`src/rtl/eth_buf_pkg.sv`:
```
// Shared constants and types for the Ethernet rx/tx buffer port-2 sequencer.
package eth_buf_pkg;

  localparam int ADDR_W_DEF  = 11;
  localparam int RX_BASE_DEF = 0;
  localparam int RX_SIZE_DEF = 1024;
  localparam int TX_BASE_DEF = 1024;
  localparam int TX_SIZE_DEF = 1024;

  localparam logic [1:0] CSR_STATUS = 2'd0;
  localparam logic [1:0] CSR_RX_LEN = 2'd1;
  localparam logic [1:0] CSR_TX_LEN = 2'd2;
  localparam logic [1:0] CSR_CTRL   = 2'd3;

  localparam int ST_RX_FULL = 0;
  localparam int ST_TX_BUSY = 1;
  localparam int ST_RX_OVF  = 2;
  localparam int ST_RX_DROP = 3;
  localparam int ST_TX_DONE = 4;

  typedef enum logic [1:0] {RX_IDLE = 2'd0, RX_RECV = 2'd1, RX_DROP = 2'd2} rx_state_t;
  typedef enum logic [1:0] {TX_IDLE = 2'd0, TX_FETCH = 2'd1, TX_WAIT = 2'd2, TX_OUT = 2'd3} tx_state_t;

  function automatic logic [31:0] sat_len(input logic [31:0] v, input logic [31:0] lim);
    return (v > lim) ? lim : v;
  endfunction

endpackage

```
`src/rtl/eth_buf_tx_fetch.sv`:
```
// TX sequencer: fetches one byte per FETCH/WAIT pair from the TX region and
// holds it on the MAC interface until the ready/valid handshake completes.
module eth_buf_tx_fetch
  import eth_buf_pkg::*;
#(
  parameter int ADDR_W  = ADDR_W_DEF,
  parameter int TX_BASE = TX_BASE_DEF,
  parameter int TX_SIZE = TX_SIZE_DEF
) (
  input  logic              clk,
  input  logic              reset,
  input  logic              start,
  input  logic [ADDR_W-1:0] tx_len,
  input  logic              port_free,
  output logic              rd_req,
  output logic [ADDR_W-1:0] rd_addr,
  input  logic [7:0]        buf_readdata,
  input  logic              tx_ready,
  output logic              tx_valid,
  output logic [7:0]        tx_data,
  output logic              tx_sop,
  output logic              tx_eop,
  output logic              busy,
  output logic              done
);
  localparam logic [ADDR_W-1:0] TX_BASE_A = ADDR_W'(TX_BASE);
  localparam logic [ADDR_W-1:0] TX_SIZE_A = ADDR_W'(TX_SIZE);

  tx_state_t         state;
  logic [ADDR_W-1:0] idx;

  assign rd_req  = (state == TX_FETCH) && port_free;
  assign rd_addr = TX_BASE_A + (idx % TX_SIZE_A);

  // TX FSM with registered MAC-side outputs
  always_ff @(posedge clk) begin
    if (reset) begin
      state    <= TX_IDLE;
      idx      <= {ADDR_W{1'b0}};
      tx_valid <= 1'b0;
      tx_data  <= 8'h00;
      tx_sop   <= 1'b0;
      tx_eop   <= 1'b0;
      busy     <= 1'b0;
      done     <= 1'b0;
    end else begin
      done <= 1'b0;
      case (state)
        TX_IDLE: begin
          if (start) begin
            busy  <= 1'b1;
            idx   <= {ADDR_W{1'b0}};
            state <= TX_FETCH;
          end
        end
        TX_FETCH: begin
          if (port_free) state <= TX_WAIT;
        end
        TX_WAIT: begin
          tx_data  <= buf_readdata;
          tx_valid <= 1'b1;
          tx_sop   <= (idx == {ADDR_W{1'b0}});
          tx_eop   <= (idx == tx_len - ADDR_W'(1));
          state    <= TX_OUT;
        end
        TX_OUT: begin
          if (tx_ready) begin
            tx_valid <= 1'b0;
            tx_sop   <= 1'b0;
            tx_eop   <= 1'b0;
            if (tx_eop) begin
              busy  <= 1'b0;
              done  <= 1'b1;
              state <= TX_IDLE;
            end else begin
              idx   <= idx + ADDR_W'(1);
              state <= TX_FETCH;
            end
          end
        end
        default: state <= TX_IDLE;
      endcase
    end
  end

endmodule

```
`src/rtl/eth_rxtx_buf_ctrl.sv`:
```
// Port-2 sequencer for the shared Ethernet buffer: RX FSM, RX-first port
// arbiter and the CPU-facing CSR block; the TX FSM lives in eth_buf_tx_fetch.
module eth_rxtx_buf_ctrl
  import eth_buf_pkg::*;
#(
  parameter int ADDR_W  = ADDR_W_DEF,
  parameter int RX_BASE = RX_BASE_DEF,
  parameter int RX_SIZE = RX_SIZE_DEF,
  parameter int TX_BASE = TX_BASE_DEF,
  parameter int TX_SIZE = TX_SIZE_DEF
) (
  input  logic              clk,
  input  logic              reset,
  input  logic              rx_valid,
  input  logic [7:0]        rx_data,
  input  logic              rx_sop,
  input  logic              rx_eop,
  input  logic              rx_err,
  output logic              tx_valid,
  input  logic              tx_ready,
  output logic [7:0]        tx_data,
  output logic              tx_sop,
  output logic              tx_eop,
  output logic [ADDR_W-1:0] buf_address,
  output logic              buf_chipselect,
  output logic              buf_write,
  output logic [7:0]        buf_writedata,
  input  logic [7:0]        buf_readdata,
  input  logic [1:0]        csr_address,
  input  logic              csr_read,
  input  logic              csr_write,
  input  logic [31:0]       csr_writedata,
  output logic [31:0]       csr_readdata,
  output logic              irq
);
  localparam logic [ADDR_W-1:0] RX_BASE_A = ADDR_W'(RX_BASE);
  localparam logic [ADDR_W-1:0] RX_SIZE_A = ADDR_W'(RX_SIZE);

  rx_state_t         rx_state, rx_next;
  logic [ADDR_W-1:0] rx_cnt, cnt_next, wr_off, rx_len, tx_len, rd_addr;
  logic              rx_full, rx_ovf, rx_drop, tx_done;
  logic              rx_wr, set_full, set_ovf, set_drop;
  logic              tx_start, tx_busy, tx_fin, rd_req;
  logic              full_n, ovf_n, drop_n, done_n;
  logic [4:0]        w1c;
  logic [31:0]       status;

  // RX frame decode: decides the port-2 write and the next RX state
  always_comb begin
    rx_next  = rx_state;
    cnt_next = rx_cnt;
    wr_off   = rx_cnt;
    rx_wr    = 1'b0;
    set_full = 1'b0;
    set_ovf  = 1'b0;
    set_drop = 1'b0;
    if (rx_valid) begin
      case (rx_state)
        RX_IDLE: begin
          if (rx_sop && rx_full) begin
            set_drop = 1'b1;
            rx_next  = rx_eop ? RX_IDLE : RX_DROP;
          end else if (rx_sop) begin
            rx_wr  = 1'b1;
            wr_off = {ADDR_W{1'b0}};
          end else begin
            rx_next = RX_IDLE;
          end
        end
        RX_RECV: begin
          if (rx_sop) begin
            rx_wr  = 1'b1;
            wr_off = {ADDR_W{1'b0}};
          end else if (rx_cnt == RX_SIZE_A) begin
            set_ovf = 1'b1;
            rx_next = rx_eop ? RX_IDLE : RX_DROP;
          end else begin
            rx_wr = 1'b1;
          end
        end
        RX_DROP: begin
          if (rx_eop) rx_next = RX_IDLE;
          else        rx_next = RX_DROP;
        end
        default: rx_next = RX_IDLE;
      endcase
      if (rx_wr) begin
        cnt_next = wr_off + ADDR_W'(1);
        if (rx_eop) begin
          rx_next  = RX_IDLE;
          set_full = !rx_err;
        end else begin
          rx_next = RX_RECV;
        end
      end else begin
        cnt_next = rx_cnt;
      end
    end else begin
      rx_next = rx_state;
    end
  end

  // RX state, byte count and committed frame length
  always_ff @(posedge clk) begin
    if (reset) begin
      rx_state <= RX_IDLE;
      rx_cnt   <= {ADDR_W{1'b0}};
      rx_len   <= {ADDR_W{1'b0}};
    end else begin
      rx_state <= rx_next;
      rx_cnt   <= cnt_next;
      if (set_full) rx_len <= cnt_next;
    end
  end

  // Port-2 mux: an RX byte always wins, a TX fetch waits for a free cycle
  always_comb begin
    buf_write      = 1'b0;
    buf_chipselect = 1'b0;
    buf_address    = {ADDR_W{1'b0}};
    buf_writedata  = 8'h00;
    if (reset) begin
      buf_chipselect = 1'b0;
    end else if (rx_wr) begin
      buf_write      = 1'b1;
      buf_chipselect = 1'b1;
      buf_address    = RX_BASE_A + (wr_off % RX_SIZE_A);
      buf_writedata  = rx_data;
    end else if (rd_req) begin
      buf_chipselect = 1'b1;
      buf_address    = rd_addr;
    end else begin
      buf_chipselect = 1'b0;
    end
  end

  eth_buf_tx_fetch #(.ADDR_W(ADDR_W), .TX_BASE(TX_BASE), .TX_SIZE(TX_SIZE)) u_tx (
    .clk          (clk),
    .reset        (reset),
    .start        (tx_start),
    .tx_len       (tx_len),
    .port_free    (!rx_wr),
    .rd_req       (rd_req),
    .rd_addr      (rd_addr),
    .buf_readdata (buf_readdata),
    .tx_ready     (tx_ready),
    .tx_valid     (tx_valid),
    .tx_data      (tx_data),
    .tx_sop       (tx_sop),
    .tx_eop       (tx_eop),
    .busy         (tx_busy),
    .done         (tx_fin)
  );

  // A hardware set in the same cycle as a CPU clear leaves the bit set
  assign w1c      = (csr_write && csr_address == CSR_STATUS) ? csr_writedata[4:0] : 5'd0;
  assign full_n   = set_full | (rx_full & ~w1c[ST_RX_FULL]);
  assign ovf_n    = set_ovf  | (rx_ovf  & ~w1c[ST_RX_OVF]);
  assign drop_n   = set_drop | (rx_drop & ~w1c[ST_RX_DROP]);
  assign done_n   = tx_fin   | (tx_done & ~w1c[ST_TX_DONE]);
  assign tx_start = csr_write && (csr_address == CSR_CTRL) && csr_writedata[0]
                    && (tx_len != {ADDR_W{1'b0}}) && !tx_busy;

  // STATUS word as seen by the CPU
  always_comb begin
    status             = 32'd0;
    status[ST_RX_FULL] = rx_full;
    status[ST_TX_BUSY] = tx_busy;
    status[ST_RX_OVF]  = rx_ovf;
    status[ST_RX_DROP] = rx_drop;
    status[ST_TX_DONE] = tx_done;
  end

  // CSR registers, registered readback and interrupt
  always_ff @(posedge clk) begin
    if (reset) begin
      rx_full      <= 1'b0;
      rx_ovf       <= 1'b0;
      rx_drop      <= 1'b0;
      tx_done      <= 1'b0;
      tx_len       <= {ADDR_W{1'b0}};
      csr_readdata <= 32'd0;
      irq          <= 1'b0;
    end else begin
      rx_full <= full_n;
      rx_ovf  <= ovf_n;
      rx_drop <= drop_n;
      tx_done <= done_n;
      irq     <= full_n | done_n;
      if (csr_write && csr_address == CSR_TX_LEN && !tx_busy)
        tx_len <= ADDR_W'(sat_len(csr_writedata, 32'(TX_SIZE)));
      if (csr_read) begin
        case (csr_address)
          CSR_STATUS: csr_readdata <= status;
          CSR_RX_LEN: csr_readdata <= 32'(rx_len);
          CSR_TX_LEN: csr_readdata <= 32'(tx_len);
          CSR_CTRL:   csr_readdata <= 32'd0;
          default:    csr_readdata <= 32'd0;
        endcase
      end
    end
  end

endmodule

```
`config.mk`:
```
export PLATFORM = sky130hd
export DESIGN_NAME = eth_rxtx_buf_ctrl
export DESIGN_NICKNAME = d
export VERILOG_FILES = /design/src/rtl/eth_buf_pkg.sv /design/src/rtl/eth_buf_tx_fetch.sv /design/src/rtl/eth_rxtx_buf_ctrl.sv
export SDC_FILE = /design/constraint.sdc
export NUM_CORES = 1
export LEC_CHECK = 0
export CORE_MARGIN = 1
export CORE_UTILIZATION = 45
export CTS_BUF_LIST = sky130_fd_sc_hd__clkbuf_4 sky130_fd_sc_hd__clkbuf_8
export CTS_CLUSTER_DIAMETER = 60
export DETAILED_ROUTE_END_ITERATION = 7
export PLACE_DENSITY = 0.77
export SLEW_MARGIN = 0
export SYNTH_ARGS = -nofsm -noshare
export SYNTH_HDL_FRONTEND = slang
export SYNTH_SLANG_ARGS = --single-unit
```
`constraint.sdc`:
```
create_clock -name clk -period 2.7 [get_ports clk]
set_input_delay 0.54 -clock clk [delete_from_list [all_inputs] [get_ports clk]]
set_output_delay 0.54 -clock clk [all_outputs]
set_load 0.02 [all_outputs]
```
==> out/results.ini <==
[pwr]
p_clk_share_pct = 30.7
power.leakage_nw = 2.236
power.share.sequential_pct = 43.4
p_int_mw = 1.827
ir_worst_vdd_uv = 227.9
power_mw = 2.757
combPwrFrac_pct = 25.8
swShare_pct = 33.71
p_switching_mw = 0.9294
p_per_area_mw_per_mm2 = 448.9

[sta]
finalHoldViolCount = 0
setup_viol = 0
fmax_mhz = 381.4
rsz0062_at_grt = yes
skew_ns = 0.01564
finalMaxSlewViolations = 0
post-route-period-util_pct = 97.10
tns_ns = 0
relSlewSlack_pct = 46.52
worstMarginPinSlew_ns = 0.7976
min_period_ns = 2.622

[grt]
grt_usage_pct = 25.94
grt_max_degree = 51
grt_overflow_total = 0
first_global_vias = 4465
grt_pass1_wl_um = 21300
antenna_found_initial = 0

[floorplan]
num_rows = 36
core_area_mm2 = 0.009774
die_w_um = 102.4
design.die.area_mm2 = 0.01048
num_io_pins = 124
die_y_um = 102.4
start_util_pct = 46.39

[layout]
fillers = 858
nNetsFinal = 755
fin_cells = 822
antennaDiodeCount = 0
syn_to_final_growth_pct = 35.43
layout-drive-gt1-share_pct = 18.72

[detailed_routing]
postRouteAntennaNets = 0
drt-pass1-iter-count = 5
drtIter0Drc = 309
wl_per_cell_um = 16.32
via_count = 4713
drc = 0
wl_um = 13420
vias_per_cell = 5.734

[worst_setup_path]
regToRegSetupSlack_ns = 0.14
cp-start-kind = register
arrival_ns = 2.08
r2r-end = rx_cnt[8]
worstSetupPathType = register to output pin
r2r_cells = 11
cp-end-kind = output pin
crit_slowest_cell = dfxtp_2
crit_chain = inv_2 -> ha_4 -> nand3b_2 -> a21oi_4 -> nand2_4 -> and3_4 -> a32o_1 -> clkdlybuf4s15_2
path_max_fanout = 5
critPathRequiredTime_ns = 2.16
r2r-start = rx_state[0]
max_stage_delay_ns = 0.36

[logic_synthesis]
synth-xor-area-share_pct = 3.863
yosysSeqAreaShare_pct = 34.00
ys_ff_latch = 77
yosysWarnings = 0
async_flop_share_pct = 0
netlist_instances = 549
synth.cell_area_mm2 = 0.004534
synth_fa_ha_area_share_pct = 3.311
synth_top_family_by_area = simple AND/OR/NAND/NOR gates
synth-simple-area-share_pct = 26.10
ys_types = 69
synth-edff-count = 0
synth.avg_cell_area_um2 = 8.259
synth_compound_area_share_pct = 20.56
muxShareOfSynthArea_pct = 3.339
ys.flop_type = dfxtp_1

[hold_path]
min_path_type = register to register
hold_depth = 2
min_to = tx_done
hp-start = u_tx.done

[placement]
dp_cells = 802
placement.io_buffers = 102
dpl.hpwl_um = 10050
gp_congestion = 0.9844

[cts]
h-tree-depth = 3
cts_sinks = 77
cts_buffers = 9
root_buffer = clkbuf_8
clock_path_buffers = 2
insertion_delay_ns = 0.36
cts_tree = yes
path_clk_slew_ns = 0.10

[outcome]
status = completed

[job]
drv_cap = 0

## cell usage after synthesis, types with 15 or more instances
cell | number | share of area, %
a21oi_1 | 40 | 4.4
a211oi_1 | 21 | 3.5
nand2_1 | 24 | 2.0
dfxtp_1 | 77 | 34
xnor2_1 | 15 | 2.9
a22oi_1 | 16 | 2.6
buf_4 | 23 | 3.8
nor2_1 | 59 | 4.9
clkbuf_1 | 20 | 1.7
nand3_1 | 28 | 3.1
## critical path, delay by kind of cell (launching register included)
family	cells	cell delay [ns]
buffers and inverters	2	0.33
adder cells (fa/ha/maj)	1	0.18
AND/OR/NAND/NOR	3	0.42
flip-flops	1	0.36
AO/OA/AOI/OAI	2	0.42
## layout make-up
type | instances | area, µm² | share of cell area (%)
Multi-Input combinational cell | 417 | 2748 | 44.74
Sequential cell | 77 | 1543 | 25.12
Timing Repair Buffer | 163 | 1436 | 23.39
Tap cell | 133 | 166.4 | 2.710
Clock buffer | 9 | 123.9 | 2.017
Clock inverter | 7 | 63.81 | 1.039
Inverter | 16 | 60.06 | 0.9780
## kinds of logic after synthesis
family / Yosys count
adder cells (fa/ha/maj): 12
XOR/XNOR: 20
buffers and inverters: 75
AO/OA/AOI/OAI: 135
multiplexers: 15
flip-flops: 77
AND/OR/NAND/NOR: 214
other: 1
## layout by cell type (no fill, tap or decap), types with 3 or more instances in the layout
cell type and n:
clkbuf_8 9, nor4_1 14, clkdlybuf4s15_2 4, nor3b_1 3, or4_1 12, clkdlybuf4s50_1 79
nand2b_1 4, nor2b_1 7, nand2_1 24, buf_2 7, or3_1 4, and2_4 3
dfxtp_1 76, a21oi_1 40, a211oi_1 21, a32o_1 4, mux2i_1 14, o21ai_1 6
and3_1 13, nor3_1 8, conb_1 21, o21ai_0 6, a22oi_1 16, a31oi_1 9
xor2_1 5, buf_4 61, nor2_1 57, nand3b_1 3, inv_1 12, ha_1 10
o211ai_1 4, inv_2 3, clkbuf_2 4, o31ai_1 8, o2111ai_1 3, xnor2_1 15
nand4_1 8, clkdlybuf4s15_1 5, nand3_1 28
## per-layer routing
metal	track usage [%]	part of all wire [%]	vias to the layer above
li1	-	-	2237
met1	32.62	42	2248
met2	44.35	48	193
met3	4.651	7.0	35
met4	9.451	2.7	0
met5	0	0	-
## power groups by stage
stage	sequential [mW]	clock (mW)	combinational (mW)
6_report	1.20	0.847	0.712
3_3_place_gp	1.22	0	0.669
2_1_floorplan	1.24	0	0.432
4_1_cts	1.20	0.846	0.694
5_1_grt	1.20	0.900	0.776
3_5_place_dp	1.22	0	0.687
## worst max-delay path by stage
| stage | end | slack, ns | start | cells past startpoint |
|---|---|---|---|---|
| after floorplan | rx_cnt[8] | 0.05 | rx_state[0] | 12 |
| after detailed placement | buf_chipselect | -0.56 | rx_sop | 8 |
| after global placement | buf_chipselect | -0.49 | rx_sop | 8 |
| after global routing | rx_cnt[8] | -0.02 | rx_state[0] | 11 |
| final | buf_address[2] | 0.08 | rx_state[0] | 8 |
| after CTS | buf_address[6] | -0.007 | rx_state[0] | 8 |
## timing repair
| action | in CTS | in global routing |
|---|---|---|
| hold buffers | 0 | 0 |
| endpoints found under the setup margin | 27 | 26 |
| pin swaps | 2 | 2 |
| setup buffers | 1 | 3 |
| gates resized for setup | 56 | 29 |
## sequential cells by signal, summed over array words and instances, names as in the netlist
register,flops
rx_full,1
u_tx.state,2
u_tx.tx_sop,1
u_tx.tx_data,8
rx_ovf,1
u_tx.busy,1
u_tx.done,1
irq,1
tx_done,1
rx_drop,1
csr_readdata,11
u_tx.tx_valid,1
rx_len,11
rx_cnt,11
tx_len,11
rx_state,2
u_tx.idx,11
u_tx.tx_eop,1
## through the flow
step           worst slack [ns]  hold slack, ns  instance area (µm²)  utilization [%]
6_report                0.07837          0.4612                 6141            62.83
5_1_grt                -0.01639          0.4755                 6141            62.83
4_1_cts               -0.007085          0.4614                 6101            62.42
3_5_place_dp            -0.5576          0.4512                 5896            60.32
3_3_place_gp            -0.4918          0.4436                 5896            60.32
2_1_floorplan           0.04621          0.4241                 4611                -
No activity file was read; power rests on OpenSTA's default activity.
